==> config.mk <==
export PLATFORM = sky130hd
export DESIGN_NAME = otp_decoder
export DESIGN_NICKNAME = d
export VERILOG_FILES = /design/src/rtl/otp_decoder_pkg.sv /design/src/rtl/otp_keystream_lfsr.sv /design/src/rtl/otp_decoder.sv
export SDC_FILE = /design/constraint.sdc
export NUM_CORES = 1
export LEC_CHECK = 0
export CORE_AREA = 2 2 113 170
export DETAILED_ROUTE_END_ITERATION = 7
export DIE_AREA = 0 0 115 172
export SETUP_SLACK_MARGIN = 0.4
export SYNTH_ARGS = -nofsm -noshare
export SYNTH_HDL_FRONTEND = slang
export SYNTH_HIERARCHICAL = 1
export SYNTH_SLANG_ARGS = --single-unit
==> constraint.sdc <==
create_clock -name clk -period 4.45 [get_ports clk]
set_input_delay 0.6675 -clock clk [delete_from_list [all_inputs] [get_ports clk]]
set_output_delay 0.6675 -clock clk [all_outputs]
set_load 0.01 [all_outputs]
==> src/rtl/otp_decoder_pkg.sv <==
// Shared constants for both ends of the one-time-pad link.
// The encrypt-side shifter and this decoder must use the same keystream definition.
package otp_decoder_pkg;

  localparam int unsigned MSG_SIZE = 32;
  localparam int unsigned KEY_SIZE = 8;
  localparam int unsigned LFSR_W   = 32;

  localparam int unsigned LFSR_TAP_A = 31;
  localparam int unsigned LFSR_TAP_B = 21;
  localparam int unsigned LFSR_TAP_C = 1;
  localparam int unsigned LFSR_TAP_D = 0;

  // An all-zero LFSR would lock up, so a zero seed is swapped for this value.
  localparam logic [LFSR_W-1:0] LFSR_ZERO_SEED = LFSR_W'(1);

  localparam logic [1:0] ST_IDLE    = 2'd0;
  localparam logic [1:0] ST_COLLECT = 2'd1;
  localparam logic [1:0] ST_HOLD    = 2'd2;

  function automatic logic [LFSR_W-1:0] lfsr_next(input logic [LFSR_W-1:0] s);
    logic fb;
    fb = s[LFSR_TAP_A] ^ s[LFSR_TAP_B] ^ s[LFSR_TAP_C] ^ s[LFSR_TAP_D];
    return {s[LFSR_W-2:0], fb};
  endfunction

endpackage

==> src/rtl/otp_keystream_lfsr.sv <==
// Fibonacci LFSR keystream generator; steps once per advance pulse, reseeds on load.
// Shared by the encrypt and decrypt ends so both produce the same chunk sequence.
module otp_keystream_lfsr
  import otp_decoder_pkg::*;
#(
  parameter int unsigned KEY_W = KEY_SIZE
) (
  input  logic              clk,
  input  logic              rst,
  input  logic              load,
  input  logic [LFSR_W-1:0] seed,
  input  logic              advance,
  output logic [KEY_W-1:0]  key
);

  logic [LFSR_W-1:0] lfsr_q;
  logic [LFSR_W-1:0] lfsr_d;

  // NOTE: every always_comb output gets a default first, so no path leaves it unassigned and no latch is inferred.
  always_comb begin
    lfsr_d = lfsr_q;
    if (load) begin
      lfsr_d = (seed == '0) ? LFSR_ZERO_SEED : seed;
    end else if (advance) begin
      lfsr_d = lfsr_next(lfsr_q);
    end
  end

  // NOTE: sequential state uses non-blocking assignment so every flop samples pre-edge values.
  always_ff @(posedge clk) begin
    if (rst) begin
      lfsr_q <= '0;
    end else begin
      lfsr_q <= lfsr_d;
    end
  end

  assign key = lfsr_q[KEY_W-1:0];

endmodule

==> src/rtl/otp_decoder.sv <==
// One-time-pad receive end: XORs ciphertext beats with the regenerated keystream
// and packs them MSB-first into a single registered plaintext word.
module otp_decoder
  import otp_decoder_pkg::*;
#(
  parameter int unsigned MSG_SIZE = otp_decoder_pkg::MSG_SIZE,
  parameter int unsigned KEY_SIZE = otp_decoder_pkg::KEY_SIZE
) (
  input  logic                clk,
  input  logic                rst,
  input  logic                load,
  input  logic [LFSR_W-1:0]   seed,
  input  logic                in_valid,
  input  logic [KEY_SIZE-1:0] in_data,
  output logic                in_ready,
  output logic                out_valid,
  output logic [MSG_SIZE-1:0] out_msg,
  input  logic                out_ready,
  output logic                busy,
  output logic [15:0]         word_count
);

  localparam int unsigned BEATS = MSG_SIZE / KEY_SIZE;
  localparam int unsigned ACC_W = MSG_SIZE - KEY_SIZE;
  localparam int unsigned CNT_W = (BEATS > 1) ? $clog2(BEATS) : 1;
  localparam logic [CNT_W-1:0] LAST_BEAT = CNT_W'(BEATS - 1);

  logic [1:0]          state_q,      state_d;
  logic [CNT_W-1:0]    beat_cnt_q,   beat_cnt_d;
  logic [ACC_W-1:0]    acc_q,        acc_d;
  logic [MSG_SIZE-1:0] out_msg_q,    out_msg_d;
  logic [15:0]         word_count_q, word_count_d;

  logic                accept;
  logic [KEY_SIZE-1:0] key_chunk;
  logic [KEY_SIZE-1:0] plain;

  // load has priority over an offered beat, so the keystream never steps on a reseed cycle.
  assign accept = in_valid && (state_q == ST_COLLECT) && !load;
  assign plain  = in_data ^ key_chunk;

  otp_keystream_lfsr #(
    .KEY_W (KEY_SIZE)
  ) u_lfsr (
    .clk     (clk),
    .rst     (rst),
    .load    (load),
    .seed    (seed),
    .advance (accept),
    .key     (key_chunk)
  );

  always_comb begin
    state_d      = state_q;
    beat_cnt_d   = beat_cnt_q;
    acc_d        = acc_q;
    out_msg_d    = out_msg_q;
    word_count_d = word_count_q;

    if (load) begin
      // Stale partial beats in acc_q are shifted out by the next word.
      state_d    = ST_COLLECT;
      beat_cnt_d = '0;
    end else begin
      case (state_q)
        ST_IDLE: begin
        end
        ST_COLLECT: begin
          if (accept) begin
            acc_d = ACC_W'({acc_q, plain});
            if (beat_cnt_q == LAST_BEAT) begin
              beat_cnt_d = '0;
              out_msg_d  = {acc_q, plain};
              state_d    = ST_HOLD;
            end else begin
              beat_cnt_d = beat_cnt_q + CNT_W'(1);
            end
          end
        end
        ST_HOLD: begin
          if (out_ready) begin
            state_d      = ST_COLLECT;
            word_count_d = word_count_q + 16'd1;
          end
        end
        default: state_d = ST_IDLE;
      endcase
    end
  end

  always_ff @(posedge clk) begin
    if (rst) begin
      state_q      <= ST_IDLE;
      beat_cnt_q   <= '0;
      acc_q        <= '0;
      out_msg_q    <= '0;
      word_count_q <= '0;
    end else begin
      state_q      <= state_d;
      beat_cnt_q   <= beat_cnt_d;
      acc_q        <= acc_d;
      out_msg_q    <= out_msg_d;
      word_count_q <= word_count_d;
    end
  end

  assign in_ready   = (state_q == ST_COLLECT);
  assign out_valid  = (state_q == ST_HOLD);
  assign out_msg    = out_msg_q;
  assign busy       = (beat_cnt_q != '0);
  assign word_count = word_count_q;

endmodule

==> flow_summary_export.csv <==
group,metric,value,unit
clocking,cts_num_sinks,108,
layout,fillers,1977,
global_route,overflow,0,
logic_synthesis,syn_area,4520,um^2
sta,setup_tns,0,ns
layout,drive_above_1_share,0.0491,
sta,fin_skew,0.0103,ns
sta,finalWorstSetupSlack,1.89,ns
global_route,grt_pass1_vias,3531,
power,power_frac_seq,0.510,
power,sw_frac_of_total,0.254,
power,clockPowerShare,0.416,
sta,fmax,391,MHz
route,viasPerCell,4.44,
logic_synthesis,synthTopCellsByCount,"dfxtp_1 (108), nand2_1 (91), nor2_1 (90)",
clocking,root_buffer,"clkbuf_16",
logic_synthesis,yosys-top-cells-area,"dfxtp_1 (48%), a21oi_1 (8.6%), nand2_1 (7.6%)",
sta,hold_viol,0,
logic_synthesis,seq_area_frac_synth,0.479,
sta,rsz0062_at_grt,"false",
global_route,groute.usage.overall,0.113,
power,power_switching,0.500,mW
clocking,cts_inserted_buffers,9,
route,drtIter0Drc,102,
critical_path,worstRegToRegCells,8,
route,wl,11000,um
sta,finalSetupViolations,0,
global_route,use_met1,0.137,
worst_hold_path,min_path_cells,2,
placement,gp_congestion,0.752,
power,power,1.97,mW
route,route.detailed.drc,0,
sta,slew_headroom,0.243,
clocking,cts_tree,"built",
logic_synthesis,yosysTopAreaCellShare,0.479,
placement,pre_cts_ws,1.48,ns
placement,dp_cells,815,
floorplanning,dieArea,19800,um^2
route,wl_per_cell,13.3,um
critical_path,end_kind,"register",
critical_path,crit_fanout,32,
power,ir_drop,0.186,mV
route,ant_nets,0,
critical_path,arrival,2.76,ns
sta,period_needed,2.56,ns
clocking,ctsHoldBuffers,0,
power,power_per_cell_area,335,nW/um^2
logic_synthesis,ys_warn_count,6,
global_route,grt_max_degree,109,
critical_path,crit_required,4.65,ns
floorplanning,io_pins,96,
power,p_leak,1.91,nW
power,p_int,1.47,mW
logic_synthesis,ys_ff_latch,108,
logic_synthesis,yosysTopAreaCell,"dfxtp_1",
logic_synthesis,synth_nets,585,
logic_synthesis,synthCells,537,
global_route,grt_pass1_wl,17700,um
global_route,met3_usage,0.0200,
placement,dpl.hpwl,7910,um
route,vias,3693,
floorplanning,rows,61,
status,status,"finished, final reports clean",
floorplanning,die_h,172,um
global_route,grtUsageMet2,0.197,
sta,worst_pin_slew,1.14,ns
placement,io_buffers,95,
worst_hold_path,hold_path.class,"reg -> reg",
logic_synthesis,ys.flop_type,"dfxtp_1",
flow_run,cap_viol_max_count,0,
layout,syn_to_final_growth,29.9,%
clocking,clk_pin_slew,0.08,ns
floorplanning,start_util,0.247,
logic_synthesis,synth_edf_count,0,
floorplanning,core-area,18300,um^2
power,comb_power_share,0.075,
route,first_pass_iters,4,
global_route,grt_antenna_before_repair,0,
logic_synthesis,ys_types,36,
critical_path,critPathKind,"in -> reg",
clocking,post_cts_buffers,0,
logic_synthesis,avgSynthCellArea,8.41,um^2
sta,slew_violations,0,
clocking,cts_max_level,3,
clocking,insertion_delay,0.35,ns
clocking,cts_buffer_depth,2,
floorplanning,die_w,115,um
logic_synthesis,async_reset_ff_frac,0,
layout,final_net_count,654,
critical_path,critical_path.startpoint_type,"primary input",
sta,post-route-period-util,0.575,
layout,final_cells,831,
global_route,busiest_layer,"met2",
logic_synthesis,synthMostInstantiatedCell,"dfxtp_1",
layout,antenna_cells,0,
layout,post-route-util,0.320,
clocking,cts_resized,0,
placed cells by master (no fill, tap or decap), types with 3 or more instances in the layout:
master and n:
and4_1 3, xnor2_1 16, a211oi_1 19, o21ai_0 4
nand4_1 4, xor2_1 3, nor4_1 12, buf_4 6
clkinv_8 3, or3_1 5, clkdlybuf4s50_1 93, nor3_1 3
nand2_1 91, dfxtp_1 108, nand3_1 4, ha_1 3
clkbuf_16 9, inv_1 6, mux2i_1 31, nor2_1 90
a21oi_1 78
metal layers:
layer  routed length (um)  up-vias
met5                    0        -
met4                  195        0
met3                  277        9
met2                 5510       69
met1                 5050     1663
li1                     -     1952
cells by family after synthesis:
logic type,share of synthesized area
DFF,0.479
and+or+nand+nor,0.219
AOI/OAI and AO/OA,0.129
xor gates and xnor gates,0.0421
muxes,0.0687
adders and majority gates,0.00831
buffers and inverters,0.0546
power groups by stage:
| stage | registers [mW] | logic (mW) | clock network [mW] |
|---|---|---|---|
| global placement | 1.03 | 0.148 | 0 |
| detailed placement | 1.03 | 0.148 | 0 |
| finish | 1.00 | 0.147 | 0.818 |
| CTS | 1.00 | 0.149 | 0.853 |
| global route | 1.01 | 0.162 | 0.886 |
| floorplan | 1.02 | 0.0918 | 0 |
critical path, cell delays in order:
cell             delay (ns)
clkdlybuf4s50_1        0.53
nand3b_4               0.23
inv_2                  0.42
buf_4                  0.42
mux2i_1                0.22
nor2_1                 0.05
a21oi_1                0.14
nor2_1                 0.05
worst paths after layout:
check | from | to | slack, ns
setup / recovery | in_valid | u_lfsr/lfsr_q[10]$_SDFFE_PP0P_ | 1.89
hold / removal | acc_q[17]$_SDFFE_PP0P_ | out_msg[25]$_SDFFE_PP0P_ | 0.45
setup reg to reg | state_q[1]$_SDFFE_PP0P_ | u_lfsr/lfsr_q[10]$_SDFFE_PP0P_ | 2.06
hold reg to reg | acc_q[17]$_SDFFE_PP0P_ | out_msg[25]$_SDFFE_PP0P_ | 0.45
stage by stage:
step | hold WS (ns) | cell area [um^2]
after detailed placement | 0.446 | 5550
after floorplan | 0.432 | 4520
final | 0.455 | 5870
after global placement | 0.441 | 5550
after global routing | 0.465 | 5870
after CTS | 0.457 | 5870
state kept, by name, indices dropped and copies added, names as in the netlist:
name / count
beat_cnt_q: 2
acc_q: 24
state_q: 2
u_lfsr/lfsr_q: 32
word_count: 16
out_msg: 32
layout make-up:
type | count | area, um^2 | share of cell area
inverter | 7 | 26.3 | 0.00448
timing repair buffer | 100 | 981 | 0.167
sequential | 108 | 2160 | 0.368
multi-input combinational | 380 | 2110 | 0.359
clock inverter | 7 | 91.3 | 0.0156
clock buffer | 9 | 225 | 0.0384
tap | 220 | 275 | 0.0469
No activity file was read; power rests on OpenSTA's default activity.
